<file path="src/rtl/mem_arb_pkg.sv">
// Shared definitions for the memory arbiter: bus commands, tag width and
// the requester-ownership type stored in the outstanding-load tag table.
package mem_arb_pkg;

  localparam logic [1:0] BUS_NONE  = 2'd0;
  localparam logic [1:0] BUS_LOAD  = 2'd1;
  localparam logic [1:0] BUS_STORE = 2'd2;

  localparam int MEM_TAG_W = 4;
  localparam int ADDR_W    = 64;
  localparam int DATA_W    = 64;

  typedef enum logic {
    OWN_I = 1'b0,
    OWN_D = 1'b1
  } owner_e;

endpackage

</file>
<file path="src/rtl/mem_arb_if.sv">
// Request/response bundle between the two requesters, memory and mem_arb.
// slave is the arbiter's view; master is the view of the surrounding system.
interface mem_arb_if #(
  parameter int TAG_W = mem_arb_pkg::MEM_TAG_W
) ();

  logic [1:0]        Imem_cmd_i;
  logic [63:0]       Imem_addr_i;
  logic [1:0]        Dmem_cmd_i;
  logic [63:0]       Dmem_addr_i;
  logic [63:0]       Dmem_data_i;
  logic [TAG_W-1:0]  mem_response_i;
  logic [63:0]       mem_data_i;
  logic [TAG_W-1:0]  mem_tag_i;

  logic [1:0]        mem_cmd_o;
  logic [63:0]       mem_addr_o;
  logic [63:0]       mem_data_o;
  logic [TAG_W-1:0]  Imem_response_o;
  logic [TAG_W-1:0]  Dmem_response_o;
  logic [TAG_W-1:0]  Imem_tag_o;
  logic [63:0]       Imem_data_o;
  logic [TAG_W-1:0]  Dmem_tag_o;
  logic [63:0]       Dmem_data_o;
  logic [TAG_W-1:0]  outstanding_o;
  logic              tag_err_o;

  modport slave (
    input  Imem_cmd_i, Imem_addr_i, Dmem_cmd_i, Dmem_addr_i, Dmem_data_i,
    input  mem_response_i, mem_data_i, mem_tag_i,
    output mem_cmd_o, mem_addr_o, mem_data_o, Imem_response_o, Dmem_response_o,
    output Imem_tag_o, Imem_data_o, Dmem_tag_o, Dmem_data_o, outstanding_o, tag_err_o
  );

  modport master (
    output Imem_cmd_i, Imem_addr_i, Dmem_cmd_i, Dmem_addr_i, Dmem_data_i,
    output mem_response_i, mem_data_i, mem_tag_i,
    input  mem_cmd_o, mem_addr_o, mem_data_o, Imem_response_o, Dmem_response_o,
    input  Imem_tag_o, Imem_data_o, Dmem_tag_o, Dmem_data_o, outstanding_o, tag_err_o
  );

endinterface

</file>
<file path="src/rtl/mem_arb_tag_tbl.sv">
// Outstanding-load tag table: one {valid, owner} entry per nonzero tag.
// Allocation takes priority over a same-tag clear in the same cycle.
module mem_tag_tbl
  import mem_arb_pkg::*;
#(
  parameter int TAG_W = mem_arb_pkg::MEM_TAG_W
) (
  input  logic             clk,
  input  logic             rst,
  input  logic             alloc_en_i,
  input  logic [TAG_W-1:0] alloc_tag_i,
  input  owner_e           alloc_owner_i,
  output logic             alloc_busy_o,
  input  logic [TAG_W-1:0] lkup_tag_i,
  input  logic             clr_en_i,
  output logic             valid_o,
  output owner_e           owner_o
);

  localparam int N_ENT = (1 << TAG_W) - 1;

  logic [N_ENT:1] valid_q, valid_d;
  logic [N_ENT:1] owner_q, owner_d;
  logic [N_ENT:0] valid_ext, owner_ext;

  for (genvar gi = 1; gi <= N_ENT; gi++) begin : g_ent
    logic hit_alloc, hit_clr;
    assign hit_alloc    = alloc_en_i && (alloc_tag_i == TAG_W'(gi));
    assign hit_clr      = clr_en_i && (lkup_tag_i == TAG_W'(gi));
    assign valid_d[gi]  = hit_alloc | (valid_q[gi] & ~hit_clr);
    assign owner_d[gi]  = hit_alloc ? logic'(alloc_owner_i) : owner_q[gi];
  end

  always_ff @(posedge clk or posedge rst) begin
    if (rst) begin
      valid_q <= '0;
      owner_q <= '0;
    end else begin
      valid_q <= valid_d;
      owner_q <= owner_d;
    end
  end

  // Tag 0 maps to a permanently invalid slot, so lookups need no guard.
  assign valid_ext    = {valid_q, 1'b0};
  assign owner_ext    = {owner_q, 1'b0};
  assign valid_o      = valid_ext[lkup_tag_i];
  assign owner_o      = owner_e'(owner_ext[lkup_tag_i]);
  assign alloc_busy_o = valid_ext[alloc_tag_i];

endmodule

</file>
<file path="src/rtl/mem_arb.sv">
// Two-requester memory arbiter with rotating Imem priority, combinational
// grant/response steering and tag-based routing of load completions.
module mem_arb
  import mem_arb_pkg::*;
#(
  parameter int ABT_VEC_W = 4,
  parameter int MEM_TAG_W = mem_arb_pkg::MEM_TAG_W
) (
  input  logic      clk,
  input  logic      rst,
  mem_arb_if.slave  bus
);

  localparam logic [MEM_TAG_W-1:0] CNT_MAX = {MEM_TAG_W{1'b1}};

  logic [ABT_VEC_W-1:0] abt_vec_q, abt_vec_d;
  logic [MEM_TAG_W-1:0] outstanding_q, outstanding_d;
  logic                 tag_err_q, tag_err_d;

  logic       imem_win, dmem_win;
  logic [1:0] win_cmd;
  owner_e     win_owner;
  logic       alloc_en, alloc_busy, lk_valid, cmpl_en, same_tag_swap;
  owner_e     lk_owner;

  always_comb begin
    imem_win = 1'b0;
    dmem_win = 1'b0;
    if (abt_vec_q[0]) begin
      imem_win = (bus.Imem_cmd_i != BUS_NONE);
      dmem_win = !imem_win && (bus.Dmem_cmd_i != BUS_NONE);
    end else begin
      dmem_win = (bus.Dmem_cmd_i != BUS_NONE);
      imem_win = !dmem_win && (bus.Imem_cmd_i != BUS_NONE);
    end
    win_cmd         = imem_win ? bus.Imem_cmd_i : (dmem_win ? bus.Dmem_cmd_i : BUS_NONE);
    win_owner       = imem_win ? OWN_I : OWN_D;
    bus.mem_cmd_o   = win_cmd;
    bus.mem_addr_o  = imem_win ? bus.Imem_addr_i : (dmem_win ? bus.Dmem_addr_i : '0);
    bus.mem_data_o  = bus.Dmem_data_i;
    bus.Imem_response_o = imem_win ? bus.mem_response_i : '0;
    bus.Dmem_response_o = dmem_win ? bus.mem_response_i : '0;
  end

  assign alloc_en = (win_cmd == BUS_LOAD) && (bus.mem_response_i != '0);

  mem_tag_tbl #(.TAG_W(MEM_TAG_W)) u_tag_tbl (
    .clk           (clk),
    .rst           (rst),
    .alloc_en_i    (alloc_en),
    .alloc_tag_i   (bus.mem_response_i),
    .alloc_owner_i (win_owner),
    .alloc_busy_o  (alloc_busy),
    .lkup_tag_i    (bus.mem_tag_i),
    .clr_en_i      (lk_valid),
    .valid_o       (lk_valid),
    .owner_o       (lk_owner)
  );

  // Completion reads the pre-edge owner, so a same-tag reallocation still
  // routes the finishing load to whoever issued it.
  assign cmpl_en       = lk_valid && !rst;
  assign same_tag_swap = lk_valid && (bus.mem_tag_i == bus.mem_response_i);

  always_comb begin
    bus.Imem_tag_o  = (cmpl_en && lk_owner == OWN_I) ? bus.mem_tag_i  : '0;
    bus.Imem_data_o = (cmpl_en && lk_owner == OWN_I) ? bus.mem_data_i : '0;
    bus.Dmem_tag_o  = (cmpl_en && lk_owner == OWN_D) ? bus.mem_tag_i  : '0;
    bus.Dmem_data_o = (cmpl_en && lk_owner == OWN_D) ? bus.mem_data_i : '0;
  end

  always_comb begin
    abt_vec_d     = {abt_vec_q[0], abt_vec_q[ABT_VEC_W-1:1]};
    outstanding_d = outstanding_q;
    tag_err_d     = tag_err_q;
    case ({alloc_en, lk_valid})
      2'b10: begin
        if (outstanding_q == CNT_MAX) tag_err_d = 1'b1;
        else outstanding_d = outstanding_q + MEM_TAG_W'(1);
      end
      2'b01: begin
        if (outstanding_q == '0) tag_err_d = 1'b1;
        else outstanding_d = outstanding_q - MEM_TAG_W'(1);
      end
      default: ;
    endcase
    if (bus.mem_tag_i != '0 && !lk_valid) tag_err_d = 1'b1;
    if (alloc_en && alloc_busy && !same_tag_swap) tag_err_d = 1'b1;
  end

  always_ff @(posedge clk or posedge rst) begin
    if (rst) begin
      abt_vec_q     <= ABT_VEC_W'(1);
      outstanding_q <= '0;
      tag_err_q     <= 1'b0;
    end else begin
      abt_vec_q     <= abt_vec_d;
      outstanding_q <= outstanding_d;
      tag_err_q     <= tag_err_d;
    end
  end

  assign bus.outstanding_o = outstanding_q;
  assign bus.tag_err_o     = tag_err_q;

endmodule

</file>
<file path="src/flat_wrapper.sv">
// flat-port wrapper written by rule: the top's interface ports become plain ports
module mem_arb_flat import mem_arb_pkg::*;
#(
  parameter int ABT_VEC_W = 4,
  parameter int MEM_TAG_W = mem_arb_pkg::MEM_TAG_W
)
  (clk, rst, bus_Imem_cmd_i, bus_Imem_addr_i, bus_Dmem_cmd_i, bus_Dmem_addr_i, bus_Dmem_data_i, bus_mem_response_i, bus_mem_data_i, bus_mem_tag_i, bus_mem_cmd_o, bus_mem_addr_o, bus_mem_data_o, bus_Imem_response_o, bus_Dmem_response_o, bus_Imem_tag_o, bus_Imem_data_o, bus_Dmem_tag_o, bus_Dmem_data_o, bus_outstanding_o, bus_tag_err_o);
  mem_arb_if bus_i ();
  input  logic clk;
  input  logic rst;
  input wire logic [$bits(bus_i.Imem_cmd_i)-1:0] bus_Imem_cmd_i;
  input wire logic [$bits(bus_i.Imem_addr_i)-1:0] bus_Imem_addr_i;
  input wire logic [$bits(bus_i.Dmem_cmd_i)-1:0] bus_Dmem_cmd_i;
  input wire logic [$bits(bus_i.Dmem_addr_i)-1:0] bus_Dmem_addr_i;
  input wire logic [$bits(bus_i.Dmem_data_i)-1:0] bus_Dmem_data_i;
  input wire logic [$bits(bus_i.mem_response_i)-1:0] bus_mem_response_i;
  input wire logic [$bits(bus_i.mem_data_i)-1:0] bus_mem_data_i;
  input wire logic [$bits(bus_i.mem_tag_i)-1:0] bus_mem_tag_i;
  output wire logic [$bits(bus_i.mem_cmd_o)-1:0] bus_mem_cmd_o;
  output wire logic [$bits(bus_i.mem_addr_o)-1:0] bus_mem_addr_o;
  output wire logic [$bits(bus_i.mem_data_o)-1:0] bus_mem_data_o;
  output wire logic [$bits(bus_i.Imem_response_o)-1:0] bus_Imem_response_o;
  output wire logic [$bits(bus_i.Dmem_response_o)-1:0] bus_Dmem_response_o;
  output wire logic [$bits(bus_i.Imem_tag_o)-1:0] bus_Imem_tag_o;
  output wire logic [$bits(bus_i.Imem_data_o)-1:0] bus_Imem_data_o;
  output wire logic [$bits(bus_i.Dmem_tag_o)-1:0] bus_Dmem_tag_o;
  output wire logic [$bits(bus_i.Dmem_data_o)-1:0] bus_Dmem_data_o;
  output wire logic [$bits(bus_i.outstanding_o)-1:0] bus_outstanding_o;
  output wire logic [$bits(bus_i.tag_err_o)-1:0] bus_tag_err_o;
  assign bus_i.Imem_cmd_i = bus_Imem_cmd_i;
  assign bus_i.Imem_addr_i = bus_Imem_addr_i;
  assign bus_i.Dmem_cmd_i = bus_Dmem_cmd_i;
  assign bus_i.Dmem_addr_i = bus_Dmem_addr_i;
  assign bus_i.Dmem_data_i = bus_Dmem_data_i;
  assign bus_i.mem_response_i = bus_mem_response_i;
  assign bus_i.mem_data_i = bus_mem_data_i;
  assign bus_i.mem_tag_i = bus_mem_tag_i;
  assign bus_mem_cmd_o = bus_i.mem_cmd_o;
  assign bus_mem_addr_o = bus_i.mem_addr_o;
  assign bus_mem_data_o = bus_i.mem_data_o;
  assign bus_Imem_response_o = bus_i.Imem_response_o;
  assign bus_Dmem_response_o = bus_i.Dmem_response_o;
  assign bus_Imem_tag_o = bus_i.Imem_tag_o;
  assign bus_Imem_data_o = bus_i.Imem_data_o;
  assign bus_Dmem_tag_o = bus_i.Dmem_tag_o;
  assign bus_Dmem_data_o = bus_i.Dmem_data_o;
  assign bus_outstanding_o = bus_i.outstanding_o;
  assign bus_tag_err_o = bus_i.tag_err_o;
  mem_arb #(.ABT_VEC_W(ABT_VEC_W), .MEM_TAG_W(MEM_TAG_W)) u_core (.clk(clk), .rst(rst), .bus(bus_i));
endmodule
</file>
<file path="config.mk">
export PLATFORM = sky130hd
export DESIGN_NAME = mem_arb_flat
export DESIGN_NICKNAME = d
export VERILOG_FILES = /design/src/rtl/mem_arb_pkg.sv /design/src/rtl/mem_arb_if.sv /design/src/rtl/mem_arb_tag_tbl.sv /design/src/rtl/mem_arb.sv /design/src/flat_wrapper.sv
export SDC_FILE = /design/constraint.sdc
export NUM_CORES = 1
export LEC_CHECK = 0
export CORE_AREA = 4 4 214 216
export CTS_CLUSTER_DIAMETER = 150
export DETAILED_ROUTE_END_ITERATION = 8
export DIE_AREA = 0 0 218 220
export SLEW_MARGIN = 5
export SYNTH_ARGS = -nofsm -noshare
export SYNTH_HDL_FRONTEND = slang
export SYNTH_SLANG_ARGS = --single-unit
</file>
<file path="constraint.sdc">
create_clock -name clk -period 4.45 [get_ports clk]
set_input_delay 0.6675 -clock clk [delete_from_list [all_inputs] [get_ports clk]]
set_output_delay 0.6675 -clock clk [all_outputs]
set_load 0.05 [all_outputs]
</file>
# == Word-level counts from Yosys, hierarchy flattened ==
# Index checks and enable logic that the tools add are counted.
# totals
inputBits,270
word_cells,189
output_inout_bits,279
reg_bits,39
# op_classes
bitwise_logic,46
n_mux,27
n_reduce_logical,54
add_sub_neg,2
n_eq_ne,39
order_cmp,2
# ops
operator,count
two-way mux 64 bit,4
== test 4 bit (second input constant),17
logical AND 1 bit,40
== test 4 x 3 -> 1 bit (second input constant),8
two-way mux 4 bit,6
== test 4 x 2 -> 1 bit (second input constant),4
inverter 1 bit,16
bitwise AND 1 bit,15
OR 1 bit,15
binary-select mux 1 bit (select 4 bit),3
nonzero test 4 bit,3
< comparator 4 x 5 -> 1 bit (second input constant),2
two-way mux 1 bit,10
== test 4 x 1 -> 1 bit (second input constant),2
inequality test 4 x 1 -> 1 bit (second input constant),2
case mux 4 bit (2 select lines),1
AND reduction 3 bit,2
nonzero test 2 bit,3
logical NOT 1 bit,5
adder 4 x 1 -> 4 bit (second input constant),1
== test 2 x 1 -> 1 bit (second input constant),2
== test 4 bit,1
logical NOT 4 bit,1
two-way mux 2 bit,2
other kinds (4),5

# == Depth between registers and ports, before layout ==
# depth
depth_word,12
mapped_depth,10
mapped_depth_nobuf,9

# == Modules after synthesis ==
# From an unflattened synthesis, not the netlist that was laid out.
# unflattened
hier_cells,528
hier_area_um2,4455.5
# modules_own_cells
module,cells_each,seq_area_each_um2,area_each_um2,instances
mem_arb,371,226.5,2710.1,1
mem_tag_tbl,157,750.7,1745.4,1

# == Least setup slack after synthesis ==
# No wires, ideal clock.
# synth_path
kind,input -> output
from,input bus_mem_tag_i[0]
to,output bus_Imem_data_o[30]
t_required_ns,3.783
n_path_buf,3
stages,7
t_arrival_ns,2.660
path_slack_ns,1.122
path_cell_list,buf_6 > mux4_2 > mux4_2 > nor3_4 > buf_6 > buf_6 > and2_1
# synth_via
elab_chain_len,5
elab_cells_between_ends,8
cone_classes,mux (5); bitwise (1); reduce/logical (2)
# synth_rtl
item,line,source
start: declaration,flat_wrapper.sv:18,input wire logic [$bits(bus_i.mem_tag_i)-1:0] bus_mem_tag_i;
"binary-select mux 1 bit (select 4 bit), on equally long branches","mem_arb_tag_tbl.sv:47, mem_arb_tag_tbl.sv:48",
"two-way mux 1 bit, on equally long branches","mem_arb_tag_tbl.sv:47, mem_arb_tag_tbl.sv:48",
logical AND 1 bit / inverter 1 bit (equally long branches),"mem_arb.sv:62, mem_arb.sv:67",
logical AND 1 bit (*),mem_arb.sv:67,bus.Imem_data_o = (cmpl_en && lk_owner == OWN_I) ? bus.mem_data_i : '0;
two-way mux 64 bit (*),mem_arb.sv:67,
end: declaration,flat_wrapper.sv:25,output wire logic [$bits(bus_i.Imem_data_o)-1:0] bus_Imem_data_o;
# Mark *: on every way between the ends. The rest lies on a longest branch, timed or not. The select of a mux whose other input is x is not followed.

# == Worst setup path in the final report ==
# layout_path
from,input bus_mem_tag_i[0]
to,output bus_Imem_data_o[59]
# The elaborated chain is that of the path after synthesis.

==> summary.txt <==
Yosys top cell area share: 21.78%
Area contributors post-synth: dfrtp_1, and2_1, a22o_1
XOR/XNOR share of the synthesized area: 1.404%
Startpoint Class: input pin
Pwr Density: 259.8 mW/mm2
R2R depth: 6
H-tree depth: 2
Hold Path Origin: u_core.abt_vec_q[2]
Hold slack: 347.7 ps
Share of cells above drive strength 1: 26.88%
Clock slew at reported path FFs: 60 ps
Setup Total Neg Slack: 0 ps
Global placer's final weighted congestion: 0.8600
Status: finished clean
Post-detail-place hpwl: 22080 um
Leakage Power: 4.048 nW
Post-synth top area cell: dfrtp_1
RSZ-0062 raised after global routing: false
Final Max Tran Viols: 0
Initial antenna violation count: 2
Antenna cell count: 0
CTS resizes: 0
Port bufs: 420
GRT overflow: 0
Area delta synth->final: 133.6%
Commonest cells in the netlist: and2_1, a22o_1, buf_4
Syn Nets: 775
CTS Buffer Depth: 2
Hold EP: u_core.abt_vec_q[1]
Largest net degree at the start of global routing: 69
Most common cell in the synthesized netlist: and2_1
Number of global-route vias before repair: 5439
Ys async rst share: 100.0%
Final hold violation count: 0
Final nets: 1107
HP Class: reg -> reg
Antenna-violating nets left: 0
Simple logic cell fraction of the synthesized area: 31.15%
Largest family of logic cells by synthesized area: simple AND/OR/NAND/NOR gates
Total global-route track usage: 9.380%
Vias per cell: 3.619
Syn Inst Count: 504
Via count: 5171
Die width: 218 um
Total routed wirelength: 24600 um
Register area: 977.2 um2
Die Height: 220 um
Core Rows: 77
Compound-gate portion of the synthesized area: 18.60%
Worst Setup Path Type: in -> out
Clock sink total: 39
CP Data Required Time: 3780 ps
Drt wl/cell: 17.21 um
Ports: 549
First-pass GRT wire length: 33730 um
Slew HR: 52.29%
Mapped cell area: 0.004367 mm2
Max-Cap Viols: 0
# DRC: 0
Area after DPL: 0.01005 mm2
Clock Tree Root: clkbuf_16
R2r endpoint: u_core.u_tag_tbl.owner_q[15]
Die area: 0.04796 mm2
Mux cell area share after synthesis: 9.885%
Worst R2R Setup Slack: 1850 ps
Crit path DAT: 3470 ps
Drt pass-1 iters: 5
Cts hold-fix bufs: 0
Peak supply drop: 0.0001686 V
CP max FO: 63
Final WS setup: 314.6 ps
Core area: 0.04393 mm2
Yosys reg bits: 39
Period utilization: 92.93%
EDFF count, synth: 0
Finished Cell Area: 0.01020 mm2
Syn Area/Cell: 8.664 um2
YS warnings: 0
R2r startpoint: u_core.abt_vec_q[0]
Fill count: 4758
Worst Hold Depth: 0
Top_reg_cell synth: dfrtp_1
Post-synthesis adder-cell area fraction: 0.2865%
Area taken by multi-input logic gates: 0.002693 mm2
CTS tree: yes
Starting Density: 9.940%
Worst Setup End Kind: output pin
Fin Clk Skew: 5.568 ps
Place WS: 262.7 ps
Crit path time final: 4135 ps
Final setup viols: 0
Worst-Skew Late Latency: 280 ps
Register area share after synthesis: 22.38%
Distinct cells, synth: 51
Initial DRC Count: 165
Worst-Margin Slew: 712.6 ps
Total CTS buffers: 5
Post-CTS Setup Bufs: 0
Fmax: 0.2418 GHz
-- power by group --
part / internal, mW / switching (mW)
sequential: 0.450 / 0.0814
clock: 0.207 / 0.136
combinational: 0.820 / 0.957
-- flip-flops by register name (all words and copies together) (netlist names) --
name and cells:
u_core.u_tag_tbl.owner_q 15, u_core.bus.outstanding_o 4, u_core.abt_vec_q 4, u_core.u_tag_tbl.valid_q 15, u_core.bus.tag_err_o 1
-- final cells by class --
cell class                 instances  share of cell area (%)
timing repair buffer             431                   55.26
multi-input combinational        356                   26.40
sequential                        39                   9.582
tap                              592                   7.263
clock buffer                       6                   1.264
clock inverter                     2                  0.1227
inverter                           3                  0.1104
-- cell usage in the layout (no fill, tap or decap), types with 3 or more instances in the layout --
cell / synthesis / final
a22o_1: 65 / 65
and2_1: 129 / 129
and2_4: 16 / 16
buf_12: 0 / 139
buf_4: 65 / 28
clkbuf_16: 0 / 5
clkdlybuf4s50_1: 0 / 264
dfrtp_1: 38 / 38
inv_1: 3 / 3
mux2_2: 18 / 18
mux4_2: 9 / 9
nand2_1: 12 / 12
nand2b_1: 15 / 15
nand3_1: 6 / 6
nand3b_1: 3 / 3
nand4_1: 3 / 3
nor2_1: 8 / 7
nor2b_1: 6 / 6
nor3_1: 12 / 12
o21ai_0: 13 / 13
o31ai_1: 3 / 3
xnor2_1: 6 / 6
-- cell families after synthesis --
group	Yosys count
fa+ha+maj	1
buf+inv	109
mux	28
flops	39
simple gates	219
xor+xnor	7
compound gates	101
-- routing by layer --
metal / wire [um] / up-vias / part of all wire [%] / global-route usage (%)
met5: 0 / - / 0 / 0
met4: 632 / 0 / 2.6 / 2.781
met1: 8092 / 2359 / 33 / 9.028
met3: 3119 / 29 / 13 / 4.013
met2: 12750 / 416 / 52 / 18.08
li1: - / 2367 / - / -
-- worst max path at each step --
stage                     cells past startpoint              from             endpoint  slack, ps
after detailed placement                      8  bus_mem_tag_i[0]  bus_Dmem_data_o[37]        260
after global placement                        8  bus_mem_tag_i[0]  bus_Dmem_data_o[37]        310
after CTS                                     8  bus_mem_tag_i[0]  bus_Dmem_data_o[37]        290
after global routing                          8  bus_mem_tag_i[0]  bus_Dmem_data_o[37]        150
final                                         9  bus_mem_tag_i[0]  bus_Imem_data_o[59]        310
after floorplan                               7  bus_mem_tag_i[0]  bus_Imem_data_o[30]       1120
-- through the flow --
step / instances / total power [mW] / utilization, %
5_1_grt: 1429 / 2.774 / 23.21
6_report: 1429 / 2.650 / 23.21
3_5_place_dp: 1421 / 2.336 / 22.88
2_1_floorplan: 504 / 1.631 / -
4_1_cts: 1429 / 2.685 / 23.20
3_3_place_gp: 1421 / 2.316 / 22.88
-- critical path, stage by stage --
cell,delay (ps)
clkdlybuf4s50_1,670
buf_4,290
mux4_1,580
nand3_1,200
o311a_1,390
nor3_4,90
buf_12,190
and2_1,210
buf_12,150
Note: power is estimated with default switching activity, not from simulation.
